## src/rtl/wb_qcw_ramp_ctrl.sv

```systemverilog
// wb_qcw_ramp_ctrl: Wishbone-controlled QCW phase-ramp sequencer with sticky status and interrupt
module wb_qcw_ramp_ctrl #(
  parameter logic [31:0] BASE_ADR = 32'h1000000,
  parameter int PHASE_W = 8,
  parameter int FRAC_W = 8,
  parameter int CYCLE_W = 16,
  parameter int CUR_W = 10
) (
  input  logic               wb_clk_i,
  input  logic               wb_rst_ni,
  input  logic [31:0]        wb_adr_i,
  input  logic [31:0]        wb_dat_i,
  input  logic [3:0]         wb_sel_i,
  input  logic               wb_we_i,
  input  logic               wb_cyc_i,
  input  logic               wb_stb_i,
  output logic               wb_ack_o,
  output logic [31:0]        wb_dat_o,
  output logic               qcw_start,
  output logic               qcw_enable,
  output logic [CYCLE_W-1:0] qcw_cycle_limit,
  output logic [PHASE_W-1:0] qcw_phase_shift,
  input  logic               qcw_done,
  input  logic               qcw_cycle_finished,
  input  logic               qcw_fault,
  input  logic               qcw_halt,
  input  logic [CUR_W-1:0]   qcw_current,
  output logic               irq_o
);
  localparam int ACC_W = PHASE_W + FRAC_W;
  typedef enum logic [1:0] {IDLE, ARM, RUN, STOP} state_t;
  state_t state, state_n;
  logic [31:0] off, rd;
  logic [3:0] idx, sticky, irq_en, ev, set_b, clr_b;
  logic req, wr, start_req, abort_req, go, stop, mode, w_mode, unused_bits;
  logic [PHASE_W-1:0] phase_start, phase_max, w_start, w_max, delta, phase_up, phase_dn;
  logic [PHASE_W:0] up_sum;
  logic [ACC_W-1:0] phase_step, w_step, acc, acc_nxt;
  logic [ACC_W:0] acc_sum;
  logic [CYCLE_W-1:0] cycle_limit, count, cnt_nxt;
  logic [CUR_W-1:0] peak;

  assign unused_bits = ^{wb_sel_i, wb_dat_i[31:ACC_W]};
  assign off = wb_adr_i - BASE_ADR;
  assign idx = off[5:2];
  assign req = wb_cyc_i & wb_stb_i & ~wb_ack_o & (wb_adr_i >= BASE_ADR) & (off <= 32'h24);
  assign wr = req & wb_we_i & (off[1:0] == 2'b00);
  assign start_req = wr & (idx == 4'd0) & wb_dat_i[0];
  assign abort_req = wr & (idx == 4'd0) & wb_dat_i[1];
  assign go = (state == IDLE) & start_req & (cycle_limit != '0) & ~qcw_fault;
  assign acc_sum = {1'b0, acc} + {1'b0, w_step};
  assign acc_nxt = acc_sum[ACC_W] ? '1 : acc_sum[ACC_W-1:0];
  assign delta = acc_nxt[ACC_W-1:FRAC_W];
  assign up_sum = {1'b0, w_start} + {1'b0, delta};
  assign phase_up = (up_sum > {1'b0, w_max}) ? w_max : up_sum[PHASE_W-1:0];
  assign phase_dn = (delta > w_start) ? '0 : w_start - delta;
  assign cnt_nxt = count + CYCLE_W'(qcw_cycle_finished);
  assign ev = {abort_req, qcw_halt, qcw_fault, qcw_done | (cnt_nxt == qcw_cycle_limit)};
  assign stop = (state == RUN) & (|ev);
  assign set_b = stop ? ev : '0;
  assign clr_b = (wr & (idx == 4'd5)) ? wb_dat_i[4:1] : '0;
  assign qcw_start = (state == ARM);
  assign qcw_enable = (state == RUN);

  // Read mux; unaligned or unused offsets read as zero
  always_comb begin
    rd = '0;
    if (off[1:0] == 2'b00)
      case (idx)
        4'd0: rd = {29'd0, mode, 2'b00};
        4'd1: rd = 32'(phase_start);
        4'd2: rd = 32'(phase_step);
        4'd3: rd = 32'(phase_max);
        4'd4: rd = 32'(cycle_limit);
        4'd5: rd = {27'd0, sticky, state != IDLE};
        4'd6: rd = {28'd0, irq_en};
        4'd7: rd = 32'(qcw_current);
        4'd8: rd = 32'(peak);
        4'd9: rd = 32'(count);
        default: rd = '0;
      endcase
  end

  // Next-state: ARM and STOP are single-cycle transit states
  always_comb begin
    state_n = state;
    case (state)
      IDLE: state_n = go ? ARM : IDLE;
      ARM: state_n = RUN;
      RUN: state_n = stop ? STOP : RUN;
      default: state_n = IDLE;
    endcase
  end

  // State register
  always_ff @(posedge wb_clk_i or negedge wb_rst_ni)
    if (!wb_rst_ni) state <= IDLE;
    else state <= state_n;

  // Bus response: ack one cycle after the request, never two in a row
  always_ff @(posedge wb_clk_i or negedge wb_rst_ni)
    if (!wb_rst_ni) begin
      wb_ack_o <= 1'b0;
      wb_dat_o <= '0;
    end else begin
      wb_ack_o <= req;
      wb_dat_o <= req ? rd : '0;
    end

  // Configuration registers, writable at any time, consumed only at ARM
  always_ff @(posedge wb_clk_i or negedge wb_rst_ni)
    if (!wb_rst_ni) begin
      mode <= 1'b0;
      phase_start <= '0;
      phase_step <= '0;
      phase_max <= '0;
      cycle_limit <= '0;
      irq_en <= '0;
    end else if (wr) begin
      if (idx == 4'd0) mode <= wb_dat_i[2];
      if (idx == 4'd1) phase_start <= wb_dat_i[PHASE_W-1:0];
      if (idx == 4'd2) phase_step <= wb_dat_i[ACC_W-1:0];
      if (idx == 4'd3) phase_max <= wb_dat_i[PHASE_W-1:0];
      if (idx == 4'd4) cycle_limit <= wb_dat_i[CYCLE_W-1:0];
      if (idx == 4'd6) irq_en <= wb_dat_i[3:0];
    end

  // Ramp engine: snapshot config in ARM, advance phase per drive cycle in RUN
  always_ff @(posedge wb_clk_i or negedge wb_rst_ni)
    if (!wb_rst_ni) begin
      w_mode <= 1'b0;
      w_start <= '0;
      w_max <= '0;
      w_step <= '0;
      qcw_cycle_limit <= '0;
      qcw_phase_shift <= '0;
      acc <= '0;
      count <= '0;
      peak <= '0;
    end else if (state == ARM) begin
      w_mode <= mode;
      w_start <= phase_start;
      w_max <= phase_max;
      w_step <= phase_step;
      qcw_cycle_limit <= cycle_limit;
      qcw_phase_shift <= phase_start;
      acc <= '0;
      count <= '0;
      peak <= '0;
    end else if (state == RUN) begin
      if (qcw_current > peak) peak <= qcw_current;
      if (qcw_cycle_finished) begin
        count <= cnt_nxt;
        acc <= acc_nxt;
        qcw_phase_shift <= w_mode ? phase_dn : phase_up;
      end
    end

  // Sticky status (set wins over write-1-clear) and registered interrupt
  always_ff @(posedge wb_clk_i or negedge wb_rst_ni)
    if (!wb_rst_ni) begin
      sticky <= '0;
      irq_o <= 1'b0;
    end else begin
      sticky <= (sticky & ~clr_b) | set_b;
      irq_o <= |(sticky & irq_en);
    end
endmodule
```

## config.mk

```make
export PLATFORM = sky130hd
export DESIGN_NAME = wb_qcw_ramp_ctrl
export DESIGN_NICKNAME = d
export VERILOG_FILES = /design/src/rtl/wb_qcw_ramp_ctrl.sv
export SDC_FILE = /design/constraint.sdc
export NUM_CORES = 1
export LEC_CHECK = 0
export CAP_MARGIN = 10
export CORE_MARGIN = 2
export CORE_UTILIZATION = 55
export CTS_BUF_LIST = sky130_fd_sc_hd__clkbuf_4 sky130_fd_sc_hd__clkbuf_8 sky130_fd_sc_hd__clkbuf_16
export DETAILED_ROUTE_END_ITERATION = 8
export PLACE_DENSITY = 0.77
export SLEW_MARGIN = 5
export SYNTH_ARGS = -nofsm -noshare
export SYNTH_HDL_FRONTEND = slang
export SYNTH_SLANG_ARGS = --single-unit
```

## constraint.sdc

```tcl
create_clock -name wb_clk_i -period 6 [get_ports wb_clk_i]
set_clock_uncertainty 0.1 [all_clocks]
set_input_delay 1.8 -clock wb_clk_i [delete_from_list [all_inputs] [get_ports wb_clk_i]]
set_output_delay 1.8 -clock wb_clk_i [all_outputs]
set_load 0.005 [all_outputs]
```

======== Word level (Yosys, flattened, before mapping) ========
Index checks and enable logic that the tools add are counted.
word-level totals
  register bits after elaboration ......... 192
  input bits .............................. 87
  output and inout port bits .............. 60
  logic and storage cells ................. 105
cells by class
  add/subtract/negate cells ............... 5
  $lt $le $gt $ge ......................... 5
  eq/ne operators ......................... 12
  mux-type cells .......................... 24
  bitwise logic cells ..................... 21
  reductions and logical operators ........ 18
operator list
  cell                                                   count
  one-hot mux 16 bit (10 select lines)                   1
  two-way mux 16 bit                                     7
  two-way mux 32 bit                                     2
  two-way mux 8 bit                                      6
  >= comparator 32 x 25 -> 1 bit, second input constant  1
  <= comparator 32 x 6 -> 1 bit, second input constant   1
  subtractor 32 x 25 -> 32 bit, second input constant    1
  two-way mux 10 bit                                     3
  adder 16 x 16 -> 17 bit                                1
  adder 16 x 1 -> 16 bit                                 1
  equality test 16 bit                                   1
  equality test 4 x 3 -> 1 bit, second input constant    4
  AND reduction 2 bit                                    8
  nonzero test 16 bit                                    1
  AND 1 bit                                              14
  greater-than comparator 10 bit                         1
  adder 8 x 8 -> 9 bit                                   1
  greater-than comparator 9 x 8 -> 1 bit                 1
  AND 4 bit                                              2
  equality test 4 x 2 -> 1 bit, second input constant    2
  equality test 4 bit, second input constant             2
  greater-than comparator 8 bit                          1
  two-way mux 4 bit                                      2
  nonzero test 2 bit                                     4
  other kinds (13)                                       17

======== Depth between registers and ports, before layout ========
Gate-level depths: netlist of run 1.
  word-level depth ........................ 13
  mapped depth ............................ 27
  mapped depth without buffers ............ 25

======== Least setup slack after synthesis of run 1 ========
Ideal clock, no wire load.
  kind .................................... register -> register
  start point ............................. register w_step[0]
  end point ............................... register qcw_phase_shift[6]
  library setup time ...................... 0.126 ns
  data arrival time ....................... 5.073 ns
  required time ........................... 5.774 ns
  slack ................................... 0.701 ns
  cell stages (with the launch flop) ...... 26
  path buffers ............................ 2
  clock period less this slack ............ 5.299 ns
  cells stage by stage .................... dfrtp_1 > ha_1 > fa_1 > a211oi_1 > o21ai_0 > nand2_1 > a21oi_1 > a311o_1 > clkbuf_1 > nor2_1 > inv_1 > ha_1 > buf_2 > a21oi_1 > nor2_1 > o21a_1 > o41ai_1 > xnor2_1 > ha_1 > nand2_1 > a21oi_1 > o41ai_1 > a21oi_1 > a311oi_2 > nor3_1 > a221o_1
between the ends
  longest elaborated chain between the ends .. 9
  elaborated cells on any way between the ends .. 12
  those cells by class .................... add/sub (3); order compare (2); mux (7)
ends and longest elaborated chain
  element                                 RTL line  text
  start, declared                         38        logic [ACC_W-1:0] phase_step, w_step, acc, acc_nxt;
  start signal, assigned                  144       w_step <= phase_step;
  adder 16 x 16 -> 17 bit *               51        assign acc_sum = {1'b0, acc} + {1'b0, w_step};
  two-way mux 16 bit *                    52        assign acc_nxt = acc_sum[ACC_W] ? '1 : acc_sum[ACC_W-1:0];
  adder 8 x 8 -> 9 bit                    54        assign up_sum = {1'b0, w_start} + {1'b0, delta};
  greater-than comparator 9 x 8 -> 1 bit  55        assign phase_up = (up_sum > {1'b0, w_max}) ? w_max : up_sum[PHASE_W-1:0];
  two-way mux 8 bit                       55
  two-way mux 8 bit *                     155       qcw_phase_shift <= w_mode ? phase_dn : phase_up;
  two-way mux 8 bit *                     152       if (qcw_cycle_finished) begin
  two-way mux 8 bit *                     150       end else if (state == RUN) begin
  two-way mux 8 bit *                     140       end else if (state == ARM) begin
  end signal, assigned                    146       qcw_phase_shift <= phase_start;
  end signal, assigned                    155
  end, declared                           22        output logic [PHASE_W-1:0] qcw_phase_shift,
Every way passes the cells marked *; elsewhere a longest branch is shown, timed or not. The select of a mux whose other input is x is not followed.
A chain may end at the register's enable or synchronous reset.

======== Final worst setup path of run 1 ========
  start point ............................. register w_step[0]
  end point ............................... register qcw_phase_shift[1]
Same word-level chain as after synthesis.

==> impl_metrics.json, run 1 <==
{
  "synth_edf_count": 0,
  "worstHoldEndpoint": "acc[3]$_DFFE_PN0P_",
  "clk_latency_ns": 0.43,
  "h-tree-depth": 4,
  "synthTopCellsByArea": "dfrtp_1 44%, mux2_2 10%, ha_1 7.0%",
  "antenna_found_initial": 1,
  "drv_cap": 0,
  "dr_wl_met2_microns": 12500,
  "initial_core_util_pct": 55.7,
  "drc": 0,
  "synth_common_cells": "176 x dfrtp_1, 90 x mux2_2, 89 x nand2_1, 76 x o21ai_0, 56 x ha_1",
  "core_area_sq_um": 17900,
  "synthSimpleGateAreaFrac_pct": 11.7,
  "clk_pin_slew_ns": 0.07,
  "diodes": 0,
  "fillers": 1396,
  "die_height_microns": 139,
  "synth_area_sq_um": 9970,
  "fmax_mhz": 178,
  "top_layer": "met4",
  "setup-violations-final": 0,
  "clockBufferDepth": 2,
  "synth_cell_types": 74,
  "met3WireLength_microns": 1900,
  "drtIter0Drc": 880,
  "status": "completed",
  "dpl.cell_count": 1278,
  "hold_class": "register to register",
  "fin_cells": 1309,
  "drive_above_1_share_pct": 15.4,
  "clock-sinks": 176,
  "yosys.area_share.adder_pct": 7.63,
  "grt_pass1_vias": 8182,
  "powerDensity_nw_per_um2": 199,
  "required_ns": 6.21,
  "synth_most_common_cell": "dfrtp_1",
  "grt_usage_pct": 28.1,
  "fin_hold_ws_ns": 0.386,
  "dieArea_sq_um": 19200,
  "worstSetupPathType": "register to register",
  "cts_buffers": 17,
  "syn_inst": 959,
  "pre_cts_ws_ns": 0.271,
  "synth.mux.area_fraction_pct": 10.9,
  "avgSynthCellArea_sq_um": 10.4,
  "synth_top_area_share_pct": 44.2,
  "yosysSeqAreaShare_pct": 44.2,
  "cts_tree": "yes",
  "pin_count": 147,
  "synth_xor_area_share_pct": 4.13,
  "fp.dieW_microns": 139,
  "io_buffers": 110,
  "r2r_setup_slack_ns": 0.38,
  "grt-ovfl-total": 0,
  "total_power_mw": 2.37,
  "finalWorstSetupSlack_ns": 0.377,
  "finalCritPeriodShare_pct": 93.7,
  "ys_async_sr_fraction_pct": 100,
  "grt_pass1_wl_microns": 43200,
  "critPathArrivalTime_ns": 5.83,
  "slew_viol_final": 0,
  "via_per_inst": 6.21,
  "crit_path_max_fanout": 11,
  "yosysTopAreaCell": "dfrtp_1",
  "reg2regPathDepth": 24,
  "rows": 49,
  "whs_path_depth": 2,
  "crit_top_cell": "a21oi_1",
  "dp_hpwl_microns": 19100,
  "synth-seq-cells": 176,
  "min_period_ns": 5.62,
  "synth_top_family_by_area": "compound AO/OA/AOI/OAI gates",
  "ir_worst_vdd_mv": 0.194,
  "wl_microns": 26700,
  "antenna_left": 0,
  "grt_max_degree": 113,
  "power_leakage_nw": 5.54,
  "place_congestion": 0.892,
  "vias": 8133,
  "crit_path_start_kind": "register",
  "hp-start": "acc[3]$_DFFE_PN0P_",
  "cp_cell_sequence": "ha_1 -> fa_1 -> a211oi_1 -> o21ai_0 -> nand2_1 -> a21oi_1 -> a311o_2 -> nand2b_1 -> ha_1 -> a21o_1 -> a21oi_1 -> nor2_1 -> o21a_1 -> o41ai_2 -> xnor2_1 -> ha_1 -> nand2_1 -> a21oi_1 -> o41ai_1 -> a21oi_1 -> a311oi_2 -> nor3_1 -> buf_4 -> a221o_1",
  "worst_pin_slew_ns": 0.944,
  "routedWlPerCell_microns": 20.4,
  "synthFlopType": "dfrtp_1",
  "fin_nets": 1214,
  "critPathSlowestCell": "a311o_2",
  "root_buffer": "clkbuf_16",
  "relSlewSlack_pct": 37.1,
  "synth-compound-area-share_pct": 16.6,
  "syn_to_final_growth_pct": 19.4,
  "r2r-end": "qcw_phase_shift[1]$_DFFE_PN0P_",
  "cpPeakStageDelay_ns": 0.52,
  "drt_first_pass_iters": 6,
  "yosys_warnings": 0,
  "critPathCaptureType": "register",
  "finalHoldViolCount": 0,
  "postCtsSetupBuffers": 0,
  "reg2reg_from": "w_step[0]$_DFFE_PN0P_",
  "wirelength_met1_microns": 11500
}
critical path, delay by kind of cell, from the launching register on:
| kind | cells | cell delay (ns) |
|---|---|---|
| AO/OA/AOI/OAI | 13 | 2.77 |
| XOR/XNOR | 1 | 0.19 |
| adder cells (fa/ha/maj) | 4 | 1.26 |
| buffers and inverters | 1 | 0.19 |
| flip-flops | 1 | 0.39 |
| AND/OR/NAND/NOR | 5 | 0.59 |
metrics by stage:
stage	utilization, %	instance area [sq um]	setup TNS [ns]
after floorplan	-	10000	0
after global placement	63.3	11300	0
after detailed placement	63.3	11300	0
after CTS	66.5	11900	0
after global routing	66.5	11900	-0.0141
final	66.5	11900	0
timing repair:
action	in CTS	in global routing
hold buffers	0	0
setup endpoints to repair	0	8
resized for setup	0	3
kinds of logic (layout without fill, tap and decap cells):
family / count (synthesis) / after routing
xor gates and xnor gates: 47 / 47
buffers and inverters: 108 / 214
adders and majority gates: 59 / 59
and+or+nand+nor: 230 / 230
DFF: 176 / 176
AOI/OAI and AO/OA: 241 / 241
muxes: 97 / 97
other: 1 / 16
metal layers:
layer  track usage, %  vias up
li1                 -     3707
met1             37.9     4044
met2             44.8      323
met3             6.08       59
met4             11.2        0
met5                0        -
cell usage in the layout, fill, tap and decap left out, types with 4 or more instances in the layout:
cell,synthesis,layout
nor2_1,35,35
o21ai_0,76,75
inv_6,0,7
ha_1,56,55
inv_1,52,52
mux2i_1,6,6
a31oi_1,16,16
mux2_2,90,90
nand2_1,89,89
xor2_1,16,16
o31ai_1,6,6
xnor2_1,31,31
a21oi_1,34,34
or3_1,4,4
conb_1,1,16
and3_1,5,4
a221oi_1,6,6
a21o_1,8,8
clkbuf_16,0,17
nor4_1,14,14
buf_4,16,20
nand3b_1,6,6
nor2b_1,9,9
a222oi_1,14,14
nand4_1,7,7
nor3_1,16,14
clkdlybuf4s50_1,0,109
a22o_1,19,19
nand3_1,16,16
nand2b_1,10,10
o21bai_1,5,5
a211oi_1,5,5
a221o_1,7,7
a22oi_1,12,12
dfrtp_1,176,176
cell type report:
| type | count | area (sq um) | area share, % |
|---|---|---|---|
| multi-input cells | 690 | 5190 | 43.6 |
| flip-flops and latches | 176 | 4400 | 37.0 |
| well taps | 229 | 287 | 2.41 |
| inverters | 52 | 195 | 1.64 |
| clock buffers | 19 | 447 | 3.75 |
| repair buffers | 131 | 1270 | 10.7 |
| clock inverters | 12 | 111 | 0.935 |
registers in the layout, summed over array words and instances (netlist names), 8 cells and up:
| signal | count |
|---|---|
| acc | 16 |
| count | 16 |
| cycle_limit | 16 |
| phase_step | 16 |
| qcw_cycle_limit | 16 |
| w_step | 16 |
| wb_dat_o | 16 |
| peak | 10 |
| phase_max | 8 |
| phase_start | 8 |
| qcw_phase_shift | 8 |
| w_max | 8 |
| w_start | 8 |
worst max path at each step:
stage / slack (ns) / endpoint / from
CTS: 0.24 / qcw_phase_shift[1]$_DFFE_PN0P_ / w_step[0]$_DFFE_PN0P_
global route: -0.007 / qcw_phase_shift[3]$_DFFE_PN0P_ / w_step[0]$_DFFE_PN0P_
finish: 0.38 / qcw_phase_shift[1]$_DFFE_PN0P_ / w_step[0]$_DFFE_PN0P_
detailed placement: 0.27 / qcw_phase_shift[5]$_DFFE_PN0P_ / w_step[0]$_DFFE_PN0P_
global placement: 0.30 / qcw_phase_shift[7]$_DFFE_PN0P_ / w_step[0]$_DFFE_PN0P_
floorplan: 0.70 / qcw_phase_shift[6]$_DFFE_PN0P_ / w_step[0]$_DFFE_PN0P_
where the power goes:
part | switching [mW] | total, mW | internal (mW)
clock network | 0.510 | 1.07 | 0.562
registers | 0.000166 | 1.19 | 1.19
logic | 0.0639 | 0.115 | 0.0513
total | 0.575 | 2.37 | 1.80
Note: power is estimated with default switching activity, not from simulation.
==> inputs of run 2 (changes only) <==
--- a/config.mk
+++ b/config.mk
@@ -7,10 +7,11 @@
 export LEC_CHECK = 0
 export CAP_MARGIN = 10
 export CORE_MARGIN = 2
-export CORE_UTILIZATION = 55
+export CORE_UTILIZATION = 50
 export CTS_BUF_LIST = sky130_fd_sc_hd__clkbuf_4 sky130_fd_sc_hd__clkbuf_8 sky130_fd_sc_hd__clkbuf_16
 export DETAILED_ROUTE_END_ITERATION = 8
-export PLACE_DENSITY = 0.77
+export GPL_TIMING_DRIVEN = 0
+export PLACE_DENSITY = 0.73
 export SLEW_MARGIN = 5
 export SYNTH_ARGS = -nofsm -noshare
 export SYNTH_HDL_FRONTEND = slang
==> constraint.sdc (replaced) <==
create_clock -name wb_clk_i -period 4.6 [get_ports wb_clk_i]
set_clock_uncertainty 0.1 [all_clocks]
set_input_delay 1.38 -clock wb_clk_i [delete_from_list [all_inputs] [get_ports wb_clk_i]]
set_output_delay 1.38 -clock wb_clk_i [all_outputs]
set_load 0.005 [all_outputs]
==> impl_metrics.json, run 2 (synthesis results as in run 1) <==
{
  "clk_latency_ns": 0.45,
  "h-tree-depth": 4,
  "rows": 51,
  "die_height_microns": 145,
  "total_power_mw": 3.16,
  "critPathCaptureType": "register",
  "min_period_ns": 5.30,
  "worstSetupEndpoint": "qcw_phase_shift[3]$_DFFE_PN0P_",
  "relSlewSlack_pct": 22.5,
  "worstSetupPathType": "register to register",
  "reg2regPathDepth": 27,
  "drtIter0Drc": 807,
  "path_delay_family": "compound AO/OA/AOI/OAI gates",
  "diodes": 0,
  "crit_top_cell": "buf_4",
  "fin_nets": 1275,
  "slew_viol_final": 0,
  "finalHoldViolCount": 0,
  "critPathArrivalTime_ns": 5.53,
  "drv_cap": 0,
  "vias": 8379,
  "io_buffers": 109,
  "r2r_setup_slack_ns": -0.70,
  "dp_hpwl_microns": 20700,
  "status": "finished, violations left",
  "holdBufCountCts": 0,
  "finalCritPeriodShare_pct": 115,
  "dpl.cell_count": 1350,
  "required_ns": 4.83,
  "grt_pass1_vias": 8262,
  "via_per_inst": 5.96,
  "finalWorstSetupSlack_ns": -0.699,
  "cts_buffers": 17,
  "core_area_sq_um": 19500,
  "crit_path_start_kind": "register",
  "power_leakage_nw": 5.77,
  "wl_microns": 28900,
  "fp.dieW_microns": 145,
  "cpPeakStageDelay_ns": 0.40,
  "grt_max_degree": 92,
  "crit_cells": 27,
  "grt-ovfl-total": 0,
  "syn_to_final_growth_pct": 26.4,
  "ir_worst_vdd_mv": 0.276,
  "grt-busiest-layer": "met2",
  "drive_above_1_share_pct": 21.0,
  "path_buf_inv": 5,
  "rsz0062_at_grt": "yes",
  "r2r-end": "qcw_phase_shift[3]$_DFFE_PN0P_",
  "use_met1_pct": 36.7,
  "reg2reg_from": "w_step[0]$_DFFE_PN0P_",
  "routedWlPerCell_microns": 20.5,
  "initial_core_util_pct": 51.1,
  "antenna_found_initial": 0,
  "clockBufferDepth": 2,
  "place_congestion": 0.926,
  "fillers": 1588,
  "drc": 0,
  "powerDensity_nw_per_um2": 250,
  "pin_count": 147,
  "antenna_left": 0,
  "grt_usage_pct": 27.3,
  "worst_pin_slew_ns": 1.15,
  "dieArea_sq_um": 21100,
  "fin_cells": 1407,
  "setup-violations-final": 8,
  "root_buffer": "clkbuf_16",
  "fmax_mhz": 189,
  "hold_class": "register to register",
  "cts_tree": "yes",
  "layout_commonest_cell": "dfrtp_1",
  "grt_pass1_wl_microns": 44900,
  "drt_first_pass_iters": 5,
  "clock-sinks": 176,
  "final_cell_mix": "176 x dfrtp_1, 108 x clkdlybuf4s50_1, 90 x mux2_2, 87 x nand2_1, 71 x o21ai_0",
  "crit_path_max_fanout": 6,
  "gr-usage-met3_pct": 5.72,
  "clk_pin_slew_ns": 0.07,
  "violations": "negative setup slack",
  "startpoint": "w_step[0]$_DFFE_PN0P_",
  "met2_usage_pct": 43.5,
  "critPathSlowestCell": "dfrtp_1"
}
-- run 2: metal layers --
metal | share of wire [%] | routed length (microns) | up-vias
li1 | - | - | 3836
met1 | 42 | 12200 | 4117
met2 | 47 | 13600 | 350
met3 | 7.1 | 2040 | 76
met4 | 3.5 | 1020 | 0
met5 | 0 | 0 | -
-- run 2: per-stage QoR --
stage,setup WS [ns],instance area [sq um],util [%],hold slack (ns),TNS (ns)
after global placement,-5.19,11500,59.0,0.354,-917.58
after CTS,-0.718,12400,63.4,0.387,-5.61
after global routing,-0.892,12600,64.6,0.415,-6.84
after floorplan,-0.201,10100,-,0.343,-1.27
after detailed placement,-1.02,11600,59.3,0.371,-8.14
final,-0.699,12600,64.6,0.385,-5.24
-- run 2: area by class of cell --
type	instances	area [sq um]	share of cell area, %
plain buffers	50	270	2.14
clock inverters	13	138	1.09
repair buffers	142	1370	10.9
multi-input cells	690	5450	43.2
inverters	52	195	1.55
flip-flops and latches	176	4400	34.9
well taps	265	332	2.63
clock buffers	19	447	3.54
-- run 2: timing repair --
action,in CTS,in global routing
resized for setup,22,30
pin swaps,18,31
endpoints found under the setup margin,8,8
buffers inserted,18,12
-- run 2: worst min-delay path by stage --
stage	from	end	slack, ns	depth (start not counted)
finish	acc[3]$_DFFE_PN0P_	acc[3]$_DFFE_PN0P_	0.39	2
global route	acc[6]$_DFFE_PN0P_	acc[6]$_DFFE_PN0P_	0.42	2
CTS	acc[6]$_DFFE_PN0P_	acc[6]$_DFFE_PN0P_	0.39	2
detailed placement	acc[6]$_DFFE_PN0P_	acc[6]$_DFFE_PN0P_	0.37	2
global placement	acc[3]$_DFFE_PN0P_	acc[3]$_DFFE_PN0P_	0.35	2
floorplan	acc[3]$_DFFE_PN0P_	acc[3]$_DFFE_PN0P_	0.34	2
-- run 2: tightest hold or removal path: stages (launching register included) --
cell	delay [ns]
dfrtp_1	0.35
nand2_1	0.05
nand2_1	0.05
-- run 2: where the power goes --
| part | total [mW] | internal, mW | leakage (nW) | switching, mW |
|---|---|---|---|---|
| logic | 0.159 | 0.0750 | 3.04 | 0.0845 |
| clock network | 1.45 | 0.745 | 0.286 | 0.706 |
| registers | 1.55 | 1.55 | 2.44 | 0.000201 |
| total | 3.16 | 2.37 | 5.77 | 0.790 |
==> inputs of run 3 (changes only) <==
--- a/config.mk
+++ b/config.mk
@@ -10,9 +10,10 @@
 export CORE_UTILIZATION = 50
 export CTS_BUF_LIST = sky130_fd_sc_hd__clkbuf_4 sky130_fd_sc_hd__clkbuf_8 sky130_fd_sc_hd__clkbuf_16
 export DETAILED_ROUTE_END_ITERATION = 8
-export GPL_TIMING_DRIVEN = 0
 export PLACE_DENSITY = 0.73
+export SETUP_SLACK_MARGIN = 0.4
 export SLEW_MARGIN = 5
 export SYNTH_ARGS = -nofsm -noshare
 export SYNTH_HDL_FRONTEND = slang
 export SYNTH_SLANG_ARGS = --single-unit
+export TNS_END_PERCENT = 5
==> impl_metrics.json, run 3 (synthesis results as in run 1) <==
{
  "h-tree-depth": 4,
  "die_height_microns": 145,
  "grt_pass1_vias": 8457,
  "hp-start": "acc[6]$_DFFE_PN0P_",
  "clockBufferDepth": 2,
  "fin_cells": 1424,
  "wl_microns": 27800,
  "ir_worst_vdd_mv": 0.274,
  "pin_count": 147,
  "cts_buffers": 17,
  "drive_above_1_share_pct": 24.1,
  "clk_latency_ns": 0.45,
  "reg2regPathDepth": 26,
  "r2r_setup_slack_ns": -0.37,
  "powerDensity_nw_per_um2": 254,
  "holdBufCountCts": 0,
  "whs_path_depth": 2,
  "finalHoldViolCount": 0,
  "power_leakage_nw": 5.99,
  "slew_viol_final": 0,
  "total_power_mw": 3.26,
  "reg2reg_from": "w_step[11]$_DFFE_PN0P_",
  "diodes": 0,
  "post-route-util_pct": 65.7,
  "min_period_ns": 4.97,
  "pre_cts_ws_ns": -0.495,
  "core_area_sq_um": 19500,
  "finalWorstSetupSlack_ns": -0.367,
  "grt_usage_pct": 26.9,
  "io_buffers": 110,
  "drc": 0,
  "clk_pin_slew_ns": 0.08,
  "cts_tree": "yes",
  "hold_class": "register to register",
  "fin_nets": 1292,
  "critPathSlowestCell": "fa_1",
  "fmax_mhz": 201,
  "r2r-end": "qcw_phase_shift[1]$_DFFE_PN0P_",
  "drv_cap": 0,
  "dp_hpwl_microns": 20000,
  "clock-sinks": 176,
  "vias": 8361,
  "relSlewSlack_pct": 48.5,
  "root_buffer": "clkbuf_16",
  "grt-ovfl-total": 0,
  "finalCritPeriodShare_pct": 108,
  "layout_commonest_cell": "dfrtp_1",
  "critPathArrivalTime_ns": 5.19,
  "rows": 51,
  "rsz0062_at_grt": "yes",
  "final_cell_mix": "176 x dfrtp_1, 109 x clkdlybuf4s50_1, 96 x buf_4, 90 x mux2_2, 87 x nand2_1",
  "via_per_inst": 5.87,
  "required_ns": 4.82,
  "final_cell_area_sq_um": 12800,
  "crit_path_start_kind": "register",
  "worstHoldEndpoint": "acc[6]$_DFFE_PN0P_",
  "crit_top_cell": "a21oi_2",
  "antenna_found_initial": 0,
  "placed_area_sq_um": 12000,
  "worst_pin_slew_ns": 0.773,
  "routedWlPerCell_microns": 19.5,
  "crit_path_max_fanout": 6,
  "violations": "negative setup slack",
  "grt_pass1_wl_microns": 44800,
  "grt_max_degree": 84,
  "critPathCaptureType": "register",
  "initial_core_util_pct": 51.1,
  "status": "finished, violations left",
  "fin_hold_ws_ns": 0.375,
  "cpPeakStageDelay_ns": 0.43,
  "dieArea_sq_um": 21100,
  "place_congestion": 0.877,
  "worstSetupPathType": "register to register",
  "antenna_left": 0,
  "dpl.cell_count": 1385,
  "drtIter0Drc": 788,
  "fillers": 1513,
  "fin_setup_tns_ns": -2.85,
  "fp.dieW_microns": 145,
  "setup-violations-final": 8,
  "syn_to_final_growth_pct": 28.6,
  "drt_first_pass_iters": 6
}
[run 3: worst max-delay path by stage]
stage / slack [ns] / from / end / depth (start not counted)
after floorplan: -0.22 / w_step[0]$_DFFE_PN0P_ / qcw_phase_shift[6]$_DFFE_PN0P_ / 25
after global placement: -0.37 / w_step[0]$_DFFE_PN0P_ / qcw_phase_shift[6]$_DFFE_PN0P_ / 23
after detailed placement: -0.50 / w_step[0]$_DFFE_PN0P_ / qcw_phase_shift[1]$_DFFE_PN0P_ / 23
after CTS: -0.48 / acc[0]$_DFFE_PN0P_ / qcw_phase_shift[1]$_DFFE_PN0P_ / 24
after global routing: -0.62 / acc[1]$_DFFE_PN0P_ / qcw_phase_shift[1]$_DFFE_PN0P_ / 23
final: -0.37 / w_step[11]$_DFFE_PN0P_ / qcw_phase_shift[1]$_DFFE_PN0P_ / 26
[run 3: power breakdown]
group	switching [mW]	internal (mW)	leakage, nW
clock network	0.717	0.836	0.310
logic	0.0845	0.0710	3.24
registers	0.000197	1.55	2.44
total	0.802	2.45	5.99
[run 3: cell type report]
type / count / area [sq um] / area share, %
clock inverters: 15 / 208 / 1.62
clock buffers: 17 / 425 / 3.32
flip-flops and latches: 176 / 4400 / 34.3
repair buffers: 209 / 1870 / 14.6
multi-input cells: 690 / 5390 / 42.0
inverters: 52 / 195 / 1.52
well taps: 265 / 332 / 2.58
[run 3: layer usage]
layer | GRT usage [%] | wire length (microns)
met3 | 4.91 | 1730
met5 | 0 | 0
met4 | 9.61 | 762
met2 | 44.0 | 13500
met1 | 35.9 | 11900
[run 3: critical path: cells and delay by family, from the launching register on]
kind	cells	cell delay, ns
AO/OA/AOI/OAI	13	1.91
adder cells (fa/ha/maj)	3	1.06
AND/OR/NAND/NOR	5	0.71
buffers and inverters	4	0.52
flip-flops	1	0.39
XOR/XNOR	1	0.14
[run 3: repair_timing]
| item | 4_1_cts | 5_1_grt |
|---|---|---|
| setup endpoints to repair | 8 | 9 |
| gates resized for setup | 14 | 21 |
| pin swaps | 18 | 19 |
| setup buffers | 5 | 2 |
